$ cat config.mk
export PLATFORM = sky130hd
export DESIGN_NAME = sum_sequencer
export DESIGN_NICKNAME = d
export VERILOG_FILES = /design/src/rtl/sum_sequencer.sv
export SDC_FILE = /design/constraint.sdc
export NUM_CORES = 1
export LEC_CHECK = 0
export ABC_AREA = 1
export BUFFER_PORTS_ARGS = -buffer_cell sky130_fd_sc_hd__buf_4
export CAP_MARGIN = 5
export CORE_MARGIN = 5
export CORE_UTILIZATION = 45
export CTS_BUF_LIST = sky130_fd_sc_hd__clkbuf_4
export DETAILED_ROUTE_END_ITERATION = 8
export PLACE_DENSITY = 0.79
export SYNTH_ARGS = -nofsm -noshare
export SYNTH_HDL_FRONTEND = slang
export SYNTH_SLANG_ARGS = --single-unit
$ cat constraint.sdc
create_clock -name clk -period 4.4 [get_ports clk]
set_input_delay 0.44 -clock clk [delete_from_list [all_inputs] [get_ports clk]]
set_output_delay 0.44 -clock clk [all_outputs]
set_load 0.03 [all_outputs]
$ cat src/rtl/sum_sequencer.sv
// Keypad calculator control FSM: builds two BCD operands, launches the adder, picks the display value.
// Latency: one key per cycle, add_start one cycle after '='; no backpressure, keys not accepted by a state are dropped.
// Optional SUMSEQ_LEAD_BLANK_EN: leading zero nibbles of disp_bcd become 4'hF (blank).
module sum_sequencer #(
    parameter int DIGITS  = 3,
    parameter int TIMEOUT = 255
) (
    input  logic        clk,
    input  logic        rst,
    input  logic        key_valid,
    input  logic [3:0]  key_code,
    input  logic        add_done,
    input  logic [15:0] add_result,
    output logic [15:0] num1,
    output logic [15:0] num2,
    output logic        add_start,
    output logic [15:0] disp_bcd,
    output logic        busy,
    output logic        err
);
    localparam int CW = $clog2(DIGITS + 1);
    localparam int TW = $clog2(TIMEOUT + 1);
    localparam logic [CW-1:0] DMAX = CW'(DIGITS);
    localparam logic [TW-1:0] TMAX = TW'(TIMEOUT);

    typedef enum logic [1:0] {S_A, S_B, S_ADD, S_SHOW} state_t;

    state_t         state;
    logic [15:0]    result;
    logic [CW-1:0]  count;
    logic [TW-1:0]  tcnt;
    logic           is_digit, is_plus, is_eq, is_clr;
    logic [15:0]    raw_disp;

    assign is_digit = key_valid && (key_code <= 4'h9);
    assign is_plus  = key_valid && (key_code == 4'hA);
    assign is_eq    = key_valid && (key_code == 4'hB);
    assign is_clr   = key_valid && (key_code == 4'hC);

    always_ff @(posedge clk) begin
        if (rst) begin
            state     <= S_A;
            num1      <= 16'h0;
            num2      <= 16'h0;
            result    <= 16'h0;
            count     <= '0;
            tcnt      <= '0;
            add_start <= 1'b0;
            err       <= 1'b0;
        end else begin
            add_start <= 1'b0;
            if (is_clr) begin
                // Leaving S_ADD here also orphans any add_done still in flight.
                state  <= S_A;
                num1   <= 16'h0;
                num2   <= 16'h0;
                result <= 16'h0;
                count  <= '0;
                err    <= 1'b0;
            end else begin
                case (state)
                    S_A: begin
                        if (is_digit && count < DMAX) begin
                            num1  <= {num1[11:0], key_code};
                            count <= count + CW'(1);
                        end else if (is_plus) begin
                            state <= S_B;
                            count <= '0;
                        end
                    end
                    S_B: begin
                        if (is_digit && count < DMAX) begin
                            num2  <= {num2[11:0], key_code};
                            count <= count + CW'(1);
                        end else if (is_eq) begin
                            state     <= S_ADD;
                            add_start <= 1'b1;
                            tcnt      <= '0;
                        end
                    end
                    S_ADD: begin
                        if (add_done) begin
                            result <= add_result;
                            err    <= 1'b0;
                            state  <= S_SHOW;
                        end else if (tcnt == TMAX) begin
                            result <= 16'hEEEE;
                            err    <= 1'b1;
                            state  <= S_SHOW;
                        end else begin
                            tcnt <= tcnt + TW'(1);
                        end
                    end
                    S_SHOW: begin
                        if (is_digit) begin
                            num1  <= {12'h0, key_code};
                            num2  <= 16'h0;
                            count <= CW'(1);
                            err   <= 1'b0;
                            state <= S_A;
                        end else if (is_plus && !err && result[15:12] == 4'h0) begin
                            // Chain only when the sum still fits as an operand slot.
                            num1  <= result;
                            num2  <= 16'h0;
                            count <= '0;
                            state <= S_B;
                        end
                    end
                    default: state <= S_A;
                endcase
            end
        end
    end

    assign busy = (state == S_ADD);

    always_comb begin
        raw_disp = num1;
        case (state)
            S_A:     raw_disp = num1;
            S_B:     raw_disp = num2;
            S_ADD:   raw_disp = num2;
            S_SHOW:  raw_disp = result;
            default: raw_disp = num1;
        endcase
    end

`ifdef SUMSEQ_LEAD_BLANK_EN
    always_comb begin
        logic lead;
        disp_bcd = raw_disp;
        lead     = (raw_disp != 16'hEEEE);
        for (int i = 3; i >= 1; i--) begin
            if (lead && raw_disp[i*4 +: 4] == 4'h0)
                disp_bcd[i*4 +: 4] = 4'hF;
            else
                lead = 1'b0;
        end
    end
`else
    assign disp_bcd = raw_disp;
`endif

endmodule

# After elaboration in Yosys (flattened, before gate mapping)
# Index checks and enable logic that the tools add are counted.
dict set report classes {
  order_cmp 2
  shifts 0
  add_sub_neg 2
  n_div 0
  multipliers 0
  reduce_logical 26
  n_eq_ne 19
  n_mux 36
  bitwise 2
}
# op count
set op_table {}
lappend op_table {{16-bit 2-to-1 mux} 8}
lappend op_table {{16-bit one-hot mux with 2 select lines} 2}
lappend op_table {{16-bit one-hot mux with 3 select lines} 1}
lappend op_table {{8-bit 2-to-1 mux} 4}
lappend op_table {{2-bit 2-to-1 mux} 13}
lappend op_table {{2-bit inequality test, second input constant} 9}
lappend op_table {{8-bit one-hot mux with 2 select lines} 1}
lappend op_table {{4-bit equality test, second input constant} 3}
lappend op_table {{6-bit AND reduction} 2}
lappend op_table {{2-bit nonzero test} 5}
lappend op_table {{3-bit AND reduction} 3}
lappend op_table {{8-bit by 1-bit adder with 8-bit output, second input constant} 1}
lappend op_table {{8-bit equality test, second input constant} 1}
lappend op_table {{2-bit one-hot mux with 4 select lines} 1}
lappend op_table {{1-bit logical AND} 7}
lappend op_table {{3-bit inequality test, second input constant} 2}
lappend op_table {{2-bit one-hot mux with 3 select lines} 1}
lappend op_table {{2-bit equality test, second input constant} 2}
lappend op_table {{4-bit <= comparator, second input constant} 1}
lappend op_table {{4-bit logical NOT} 1}
lappend op_table {{1-bit 2-to-1 mux} 4}
lappend op_table {{4-bit AND reduction} 1}
lappend op_table {{2-bit OR reduction} 2}
lappend op_table {{4-bit OR reduction} 1}
lappend op_table {{other kinds (10)} 11}
dict set report totals {
  latchBits 0
  mem_bits_ro 0
  in_bits 24
  out_inout_bits 51
  ramBits 0
  register_bits 62
  n_memories 0
  elab_cells 95
}

# Depth between registers and ports, before layout
# Gate-level depths: netlist of the first run.
dict set report logic_depth {
  word_depth 7
  ltp_mapped 11
  mapped_depth_nobuf 11
}

# Least setup slack after synthesis of the first run
# OpenSTA, ideal clock, no wires.
dict set report synth_timing {
  kind {reg-to-output}
  start {reg state[0]}
  end {out disp_bcd[10]}
  path_stages_with_launch 7
  t_required_ns 3.960
  t_arrival_ns 1.821
  path_buffers 2
  setup_slack_ns 2.139
  path_cell_list {dfxtp_1 > inv_1 > ha_1 > clkbuf_1 > clkbuf_1 > nand2_1 > a31oi_1}
}
dict set report synth_between {
  elab_chain_cells 3
  word_cells_on_any_way 6
  cone_classes {eq/ne: 3; mux: 1; reduce/logical: 2}
}
# item line_no
set synth_rtl {}
lappend synth_rtl {{start: declaration} 28} ;# state_t state;
lappend synth_rtl {{start signal: assignment} 42} ;# state <= S_A;
lappend synth_rtl {{start signal: assignment} 54} ;# state <= S_A;
lappend synth_rtl {{start signal: assignment} 67} ;# state <= S_B;
lappend synth_rtl {{2-bit equality test or 2-bit by 1-bit equality test with 1-bit output (tied branches)} 119} ;# case (state)
lappend synth_rtl {{2-bit OR reduction (no line)} --}
lappend synth_rtl {{16-bit one-hot mux with 3 select lines *} 119}
lappend synth_rtl {{end: declaration} 17} ;# output logic [15:0] disp_bcd,
# Mark *: on every way between the ends. The rest lies on a longest branch, timed or not.

# Final worst setup path of the first run
dict set report layout_timing {
  start {reg state[0]}
  end {out disp_bcd[8]}
}
# Same word-level chain as after synthesis.

==> Implementation_results.wiki, run 1 <==
{| class="wikitable"
! Metric !! Value
|-
| Worst stage delay on the critical path || 0.59 ns
|-
| R2R cell count || 10
|-
| Sequential group share of total power || 32.0%
|-
| Core Area || 0.00733 mm^2
|-
| Number of iterations in the first detailed-routing pass || 5
|-
| Count of standard-cell rows || 31
|-
| CTS root buffer || sky130_fd_sc_hd__clkbuf_4
|-
| Final design utilization || 55.9%
|-
| Period Utilization, post-route || 65.3%
|-
| Number of synthesized flops with an enable pin || 0
|-
| Share of async-settable or async-resettable flops after synthesis || 0%
|-
| Starting utilization of the core area || 46.8%
|-
| Sequential cell area || 0.00124 mm^2
|-
| Outcome || complete, no violations
|-
| Area post-placement || 0.00396 mm^2
|-
| Hold buffer count at CTS || 0
|-
| Hold Fails Final Rpt || 0
|-
| Clock tree from TritonCTS || done
|-
| # port buffers || 74
|-
| Fraction of layout cells with a size suffix above 1 || 18.4%
|-
| Setup crit end || disp_bcd[8]
|-
| Die width || 97.3 um
|-
| Final count of pins violating max slew || 0
|-
| Total number of H-tree levels || 3
|-
| Setup repair after global routing missed its margin || false
|-
| Max cap viols || 0
|-
| Syn Nets || 569
|-
| Clock power share || 16.1%
|-
| Switching Fraction || 47.5%
|-
| Number of buffers on the longest clock path || 2
|-
| Library cells used by synthesis || 33
|-
| Crit-path slowest cell || sky130_fd_sc_hd__clkinv_1
|-
| Cell breakdown of the critical path || inv_1 -> ha_1 -> clkinv_1 -> a31oi_1 -> buf_4
|-
| Yosys warning total || 0
|-
| Max transition margin || 34.7%
|-
| Clock buffer count from CTS || 9
|-
| Area used by multi-input combinational logic || 0.00188 mm^2
|-
| Fill cells || 739
|-
| Reg-to-reg setup timing slack || 1.90 ns
|-
| Total wirelength of the detailed-routed design || 9.76 mm
|-
| Flip-flop cell with the highest count after synthesis || sky130_fd_sc_hd__dfxtp_1
|-
| Detail-routed net length per standard cell || 13.9 um
|-
| Mean instance size in the synthesized netlist || 6.38 um^2
|-
| Setup-violating endpoint count in the final report || 0
|-
| Design internal power || 1.29 mW
|-
| FF-to-FF Start || state[0]$_SDFFE_PP0P_
|-
| Antenna violations before repair || 0
|-
| Fraction of power consumed by combinational cells || 51.9%
|-
| Worst Setup Slack post-DPL || 1.97 ns
|-
| Pin count of the biggest net entering global routing || 48
|-
| Worst hold-check path type || input pin to register
|-
| Final Instance Area || 0.00410 mm^2
|-
| Floorplan die area || 0.00947 mm^2
|-
| Number of post-CTS setup repair buffers || 0
|-
| Total power draw || 2.45 mW
|-
| I/O pin total || 75
|-
| Worst IR Drop VDD || 0.227 mV
|-
| Placer congestion estimate || 0.933
|-
| Cts repair resizes || 0
|-
| Clock tree sinks || 62
|-
| Leakage power figure || 1.80 nW
|-
| Total via count after detailed routing || 3643
|-
| Clock insertion delay at the later pin of the skew report || 0.42 ns
|-
| Nature of the critical path endpoint || output pin
|-
| Startpoint Class || register
|-
| Critical Path Source || state[0]$_SDFFE_PP0P_
|-
| Antenna fix cells || 0
|-
| Die span in y || 97.3 um
|-
| Total global routing track utilization || 20.3%
|-
| Iteration-0 DRC count of the detailed router || 222
|-
| Clock-pin transition on the worst setup and hold timing paths || 0.11 ns
|-
| Critical path type || register to output pin
|-
| Dpl hpwl || 7.36 mm
|-
| Total Negative Setup Slacks || 0 ns
|-
| Slew of the pin with the lowest slew margin || 0.978 ns
|-
| Worst path required time || 3.96 ns
|-
| Capture instance of the worst register-to-register path || num2[3]$_SDFFE_PP0P_
|-
| Final critical path time including I/O delays and setup || 2.87 ns
|-
| Number of nets in the layout || 629
|-
| Remaining design rule violation count || 0
|-
| Post-Syn Area || 0.00343 mm^2
|-
| Global-route congestion overflow total || 0
|-
| Antenna-violating nets left || 0
|-
| Sw Pwr || 1.16 mW
|-
| Wire length of the first global-routing pass || 15.9 mm
|-
| Synthesis-to-finish area growth || 19.5%
|-
| Pwr per Cell Area || 597 mW/mm^2
|-
| Worst clock skew on the final layout || 0.0192 ns
|-
| Setup slack after layout || 1.53 ns
|-
| Biggest fanout along the worst timing path || 26
|-
| Number of synthesized register bits || 62
|-
| Sequential element share of the synthesized area || 36.2%
|-
| Vias in the first global route || 3252
|-
| Number of cells produced by synthesis || 538
|-
| Fmax achieved || 0.348 GHz
|-
| Arrival time of data at the critical path endpoint || 2.43 ns
|-
| Via density || 5.19
|}
power groups by stage:
stage               clock, mW  sequential [mW]  combinational (mW)
global placement            0            0.789                1.25
CTS                     0.402            0.780                1.28
global route            0.429            0.797                1.38
finish                  0.395            0.784                1.27
detailed placement          0            0.793                1.27
floorplan                   0            0.913               0.776
Yosys cell counts, types with 3 or more instances:
cell | count | area, um^2
sky130_fd_sc_hd__dfxtp_1 | 62 | 1240
sky130_fd_sc_hd__nor3_1 | 4 | 20.0
sky130_fd_sc_hd__nand3_1 | 17 | 85.1
sky130_fd_sc_hd__inv_1 | 34 | 128
sky130_fd_sc_hd__o21ai_1 | 3 | 15.0
sky130_fd_sc_hd__buf_2 | 9 | 45.0
sky130_fd_sc_hd__a21oi_1 | 31 | 155
sky130_fd_sc_hd__o21ai_0 | 35 | 175
sky130_fd_sc_hd__nand4_1 | 3 | 18.8
sky130_fd_sc_hd__nand2_4 | 4 | 45.0
sky130_fd_sc_hd__ha_1 | 7 | 87.6
sky130_fd_sc_hd__buf_6 | 6 | 67.6
sky130_fd_sc_hd__clkbuf_1 | 10 | 37.5
sky130_fd_sc_hd__nor2_1 | 112 | 420
sky130_fd_sc_hd__a22oi_1 | 3 | 22.5
sky130_fd_sc_hd__o22ai_1 | 3 | 18.8
sky130_fd_sc_hd__nand2_2 | 3 | 18.8
sky130_fd_sc_hd__nand2_1 | 162 | 608
sky130_fd_sc_hd__a31oi_1 | 12 | 75.1
critical path: cells and delay by family (launching register included):
| family | cells | cell delay [ns] |
|---|---|---|
| compound gates | 1 | 0.39 |
| fa+ha+maj | 1 | 0.32 |
| buf+inv | 3 | 0.93 |
| flops | 1 | 0.37 |
through the flow:
step | hold slack (ns) | std cells
after floorplan | 0.440 | 538
after global placement | 0.470 | 686
after detailed placement | 0.482 | 686
after CTS | 0.162 | 702
after global routing | 0.168 | 702
final | 0.180 | 702
layout by cell type, fill, tap and decap left out, types with 4 or more instances in the layout:
master and n:
sky130_fd_sc_hd__buf_4 75, sky130_fd_sc_hd__a21oi_1 31, sky130_fd_sc_hd__nor3_1 4, sky130_fd_sc_hd__dfxtp_1 62, sky130_fd_sc_hd__o21ai_0 35, sky130_fd_sc_hd__a31oi_1 12, sky130_fd_sc_hd__nand2_4 4, sky130_fd_sc_hd__inv_1 34
sky130_fd_sc_hd__ha_1 7, sky130_fd_sc_hd__nand2_1 162, sky130_fd_sc_hd__nand3_1 17, sky130_fd_sc_hd__nor2_1 112, sky130_fd_sc_hd__clkbuf_4 10
state kept, by name (all words and copies together) (netlist names):
register	cells
state	2
tcnt	8
num2	16
count	2
num1	16
add_start	1
err	1
result	16
layout make-up:
class / count / area share [%]
clock buffer: 10 / 1.83
clock inverter: 6 / 1.53
inverter: 39 / 3.75
multi-input combinational: 411 / 45.9
sequential: 62 / 30.3
tap: 99 / 3.02
timing repair buffer: 75 / 13.7
how the worst min path moves through the flow:
stage / from / to / depth (start not counted)
after floorplan: result[4]$_SDFFE_PP0P_ / result[4]$_SDFFE_PP0P_ / 2
after global placement: result[7]$_SDFFE_PP0P_ / result[7]$_SDFFE_PP0P_ / 2
after detailed placement: tcnt[4]$_SDFFE_PP0P_ / tcnt[4]$_SDFFE_PP0P_ / 2
after CTS: rst / tcnt[3]$_SDFFE_PP0P_ / 2
after global routing: rst / tcnt[3]$_SDFFE_PP0P_ / 2
final: rst / tcnt[3]$_SDFFE_PP0P_ / 2
routing by layer:
layer	global-route usage [%]	up-vias	wire length, um
li1	-	1825	-
met1	26.7	1668	4330
met2	32.1	135	4560
met3	5.46	15	720
met4	7.35	0	157
met5	0	-	0
kinds of logic (layout without fill, tap and decap cells):
group | count (synthesis) | count (layout) | share of synthesized area, %
and+or+nand+nor | 312 | 312 | 37.4
xor gates and xnor gates | 1 | 1 | 0.255
adders and majority gates | 7 | 7 | 2.55
buffers and inverters | 65 | 130 | 8.97
DFF | 62 | 62 | 36.2
AOI/OAI and AO/OA | 91 | 91 | 14.7
No activity file was read; power rests on OpenSTA's default activity.
==> inputs of run 2 (changes only) <==
- ABC_AREA: 1 -> 0
- PLACE_DENSITY: 0.79 -> 0.82
- clock period: 4.4 -> 2.6 ns (I/O delays scaled with it)
==> run 2 against run 1 <==
Against the previous run: cell count fell by 22%; non-clock buffer count is 13 higher; combinational power increased by 34%.
==> Implementation_results.wiki, run 2 <==
{| class="wikitable"
! Metric !! Value
|-
| Outcome || complete, no violations (unchanged)
|-
| Total power draw || 3.42 mW (was 2.45 mW)
|-
| Clock tree from TritonCTS || done (unchanged)
|-
| Antenna violations before repair || 1 (was 0)
|-
| Total global routing track utilization || 20.7% (was 20.3%)
|-
| Total Negative Setup Slacks || 0 ns (unchanged)
|-
| Worst IR Drop VDD || 0.328 mV (was 0.227 mV)
|-
| Total wirelength of the detailed-routed design || 8.89 mm (was 9.76 mm)
|-
| Global-route congestion overflow total || 0 (unchanged)
|-
| Count of standard-cell rows || 31 (unchanged)
|-
| Cts repair resizes || 0 (unchanged)
|-
| Sequential cell area || 0.00124 mm^2 (unchanged)
|-
| Most common library cells after synthesis || sky130_fd_sc_hd__dfxtp_1, sky130_fd_sc_hd__nor2_1, sky130_fd_sc_hd__nand2_1, sky130_fd_sc_hd__a21oi_1, sky130_fd_sc_hd__clkbuf_1 (was sky130_fd_sc_hd__nand2_1, sky130_fd_sc_hd__nor2_1, sky130_fd_sc_hd__dfxtp_1, sky130_fd_sc_hd__o21ai_0, sky130_fd_sc_hd__inv_1)
|-
| # port buffers || 74 (unchanged)
|-
| Nature of the critical path endpoint || output pin (unchanged)
|-
| Fill cells || 673 (was 739)
|-
| Number of buffers and inverters on the critical path || 3 (unchanged)
|-
| Final critical path time including I/O delays and setup || 2.49 ns
|-
| Placer congestion estimate || 0.982 (was 0.933)
|-
| Slew of the pin with the lowest slew margin || 0.721 ns (was 0.978 ns)
|-
| Die span in y || 95.2 um (was 97.3 um)
|-
| Final count of pins violating max slew || 0 (unchanged)
|-
| I/O pin total || 75 (unchanged)
|-
| Setup slack after layout || 0.106 ns (was 1.53 ns)
|-
| Clock-pin transition on the worst setup and hold timing paths || 0.10 ns (was 0.11 ns)
|-
| Number of buffers on the longest clock path || 2 (unchanged)
|-
| Worst hold-check path type || input pin to register (unchanged)
|-
| Post-Syn Area || 0.00327 mm^2 (was 0.00343 mm^2)
|-
| Worst stage delay on the critical path || 0.44 ns (was 0.59 ns)
|-
| Share of async-settable or async-resettable flops after synthesis || 0% (unchanged)
|-
| Biggest fanout along the worst timing path || 12 (was 26)
|-
| Arrival time of data at the critical path endpoint || 2.23 ns (was 2.43 ns)
|-
| Yosys warning total || 0 (unchanged)
|-
| Iteration-0 DRC count of the detailed router || 331 (was 222)
|-
| Hold buffer count at CTS || 0 (unchanged)
|-
| Clock insertion delay at the later pin of the skew report || 0.39 ns (was 0.42 ns)
|-
| Remaining design rule violation count || 0 (unchanged)
|-
| Starting utilization of the core area || 45.5% (was 46.8%)
|-
| Worst Setup Slack post-DPL || 0.351 ns (was 1.97 ns)
|-
| Area used by multi-input combinational logic || 0.00182 mm^2 (was 0.00188 mm^2)
|-
| Pin count of the biggest net entering global routing || 38 (was 48)
|-
| Most numerous cell in the Yosys netlist || sky130_fd_sc_hd__dfxtp_1 (was sky130_fd_sc_hd__nand2_1)
|-
| Dpl hpwl || 6.48 mm (was 7.36 mm)
|-
| Total number of H-tree levels || 3 (unchanged)
|-
| Crit-path slowest cell || sky130_fd_sc_hd__ha_1 (was sky130_fd_sc_hd__clkinv_1)
|-
| Sequential group share of total power || 35.4% (was 32.0%)
|-
| Number of nets in the layout || 479 (was 629)
|-
| Detail-routed net length per standard cell || 16.1 um (was 13.9 um)
|-
| Max transition margin || 51.9% (was 34.7%)
|-
| Period Utilization, post-route || 95.9%
|-
| Cell accounting for the most synthesized area || sky130_fd_sc_hd__dfxtp_1 (unchanged)
|-
| Final-layout worst hold slack || 0.117 ns (was 0.180 ns)
|-
| Library cells used by synthesis || 47 (was 33)
|-
| Startpoint Class || register (unchanged)
|-
| Non-filler instance count after layout || 551 (was 702)
|-
| Total via count after detailed routing || 3060 (was 3643)
|-
| Mean instance size in the synthesized netlist || 8.58 um^2 (was 6.38 um^2)
|-
| Number of cells produced by synthesis || 381 (was 538)
|-
| Area post-placement || 0.00392 mm^2 (was 0.00396 mm^2)
|-
| Placed cell count || 536 (was 686)
|-
| Max cap viols || 0 (unchanged)
|-
| Worst path required time || 2.34 ns (was 3.96 ns)
|-
| Flip-flop cell with the highest count after synthesis || sky130_fd_sc_hd__dfxtp_1 (unchanged)
|-
| Sw Pwr || 1.52 mW (was 1.16 mW)
|-
| Clock power share || 15.0% (was 16.1%)
|-
| Via density || 5.55 (was 5.19)
|-
| Hold Fails Final Rpt || 0 (unchanged)
|-
| Final design utilization || 55.9% (about the same)
|-
| Fmax achieved || 0.401 GHz
|-
| Vias in the first global route || 2902 (was 3252)
|-
| Fraction of power consumed by combinational cells || 49.6% (was 51.9%)
|-
| Critical path type || register to output pin (unchanged)
|-
| CP most frequent cell || sky130_fd_sc_hd__buf_4
|-
| Die width || 95.2 um (was 97.3 um)
|-
| Clock buffer count from CTS || 9 (unchanged)
|-
| Wire length of the first global-routing pass || 14.6 mm (was 15.9 mm)
|-
| Cell breakdown of the critical path || inv_1 -> ha_1 -> buf_4 -> a22oi_1 -> o21ai_0 -> buf_4 (was inv_1 -> ha_1 -> clkinv_1 -> a31oi_1 -> buf_4)
|-
| Antenna-violating nets left || 0 (unchanged)
|-
| Floorplan die area || 0.00907 mm^2 (was 0.00947 mm^2)
|-
| Area share of the largest cell type after synthesis || 38.0% (was 36.2%)
|-
| Final Instance Area || 0.00401 mm^2 (was 0.00410 mm^2)
|-
| Core Area || 0.00718 mm^2 (was 0.00733 mm^2)
|-
| Setup repair after global routing missed its margin || false (unchanged)
|-
| Most common cell after layout, fill and taps aside || sky130_fd_sc_hd__buf_4 (was sky130_fd_sc_hd__nand2_1)
|-
| Worst clock skew on the final layout || 0.0122 ns (was 0.0192 ns)
|-
| Design internal power || 1.90 mW (was 1.29 mW)
|-
| CP top delay family || buffers and inverters (unchanged)
|-
| Number of iterations in the first detailed-routing pass || 5 (unchanged)
|-
| Registers with the most flip-flops || num1 (16), num2 (16), result (16) (unchanged)
|-
| Top library cells by usage in the layout, fill and taps aside || sky130_fd_sc_hd__buf_4, sky130_fd_sc_hd__dfxtp_1, sky130_fd_sc_hd__nor2_1 (was sky130_fd_sc_hd__nand2_1, sky130_fd_sc_hd__nor2_1, sky130_fd_sc_hd__buf_4)
|-
| Sequential element share of the synthesized area || 38.0% (was 36.2%)
|-
| Most area-consuming cells after synthesis || sky130_fd_sc_hd__dfxtp_1, sky130_fd_sc_hd__mux2i_1, sky130_fd_sc_hd__nor2_1 (was sky130_fd_sc_hd__dfxtp_1, sky130_fd_sc_hd__nand2_1, sky130_fd_sc_hd__nor2_1)
|-
| Fraction of layout cells with a size suffix above 1 || 27.5% (was 18.4%)
|-
| Clock tree sinks || 62 (unchanged)
|-
| Pwr per Cell Area || 852 mW/mm^2 (was 597 mW/mm^2)
|-
| Setup-violating endpoint count in the final report || 0 (unchanged)
|-
| Number of post-CTS setup repair buffers || 0 (unchanged)
|-
| Number of synthesized flops with an enable pin || 0 (unchanged)
|-
| CTS root buffer || sky130_fd_sc_hd__clkbuf_4 (unchanged)
|-
| Leakage power figure || 1.59 nW (was 1.80 nW)
|-
| Switching Fraction || 44.3% (was 47.5%)
|-
| Syn Nets || 412 (was 569)
|-
| Number of synthesized register bits || 62 (unchanged)
|-
| Synthesis-to-finish area growth || 22.8% (was 19.5%)
|}
## run 2: worst reg2reg max path: stages (launching register included)
cell,delay [ns]
sky130_fd_sc_hd__dfxtp_1,0.33
sky130_fd_sc_hd__or4_1,0.52
sky130_fd_sc_hd__or4_4,0.55
sky130_fd_sc_hd__a221oi_4,0.29
sky130_fd_sc_hd__buf_12,0.22
sky130_fd_sc_hd__nor2_1,0.07
sky130_fd_sc_hd__a211oi_1,0.23
## run 2: logic make-up after synthesis
group / count (synthesis) / share of synthesized area, %
AOI/OAI and AO/OA: 114 / 25.6
buffers and inverters: 44 / 6.36
and+or+nand+nor: 130 / 20.0
DFF: 62 / 38.0
muxes: 24 / 7.39
adders and majority gates: 7 / 2.68
## run 2: final cells by class
cell class / count / share of cell area [%]
Antenna cell: 1 / 0.0623
Clock buffer: 9 / 1.68
Clock inverter: 5 / 0.717
Inverter: 12 / 1.12
Multi-Input combinational cell: 275 / 45.3
Sequential cell: 62 / 30.9
Tap cell: 99 / 3.09
Timing Repair Buffer: 88 / 17.1
## run 2: path summary, 6_finish.rpt
check	start	endpoint	slack (ns)	cells after the start
hold / removal	key_code[0]	add_start$_SDFF_PP0_	0.12	3
hold reg to reg	count[0]$_SDFFE_PP0P_	count[0]$_SDFFE_PP0P_	0.49	2
setup / recovery	state[0]$_SDFFE_PP0P_	disp_bcd[1]	0.11	6
setup reg to reg	err$_SDFFE_PP0P_	num1[15]$_SDFFE_PP0P_	0.31	6
## run 2: routing by layer
layer	track usage (%)	vias to the layer above	part of all wire, %
li1	-	1522	-
met1	29.7	1423	47
met2	30.4	106	45
met3	3.63	9	7.3
met4	8.53	0	1.1
met5	0	-	0
## run 2: power groups by stage
stage / clock (mW) / combinational, mW / sequential, mW
6_report: 0.512 / 1.70 / 1.21
5_1_grt: 0.580 / 1.83 / 1.23
4_1_cts: 0.532 / 1.70 / 1.21
3_5_place_dp: 0 / 1.69 / 1.23
3_3_place_gp: 0 / 1.67 / 1.23
2_1_floorplan: 0 / 0.976 / 1.39
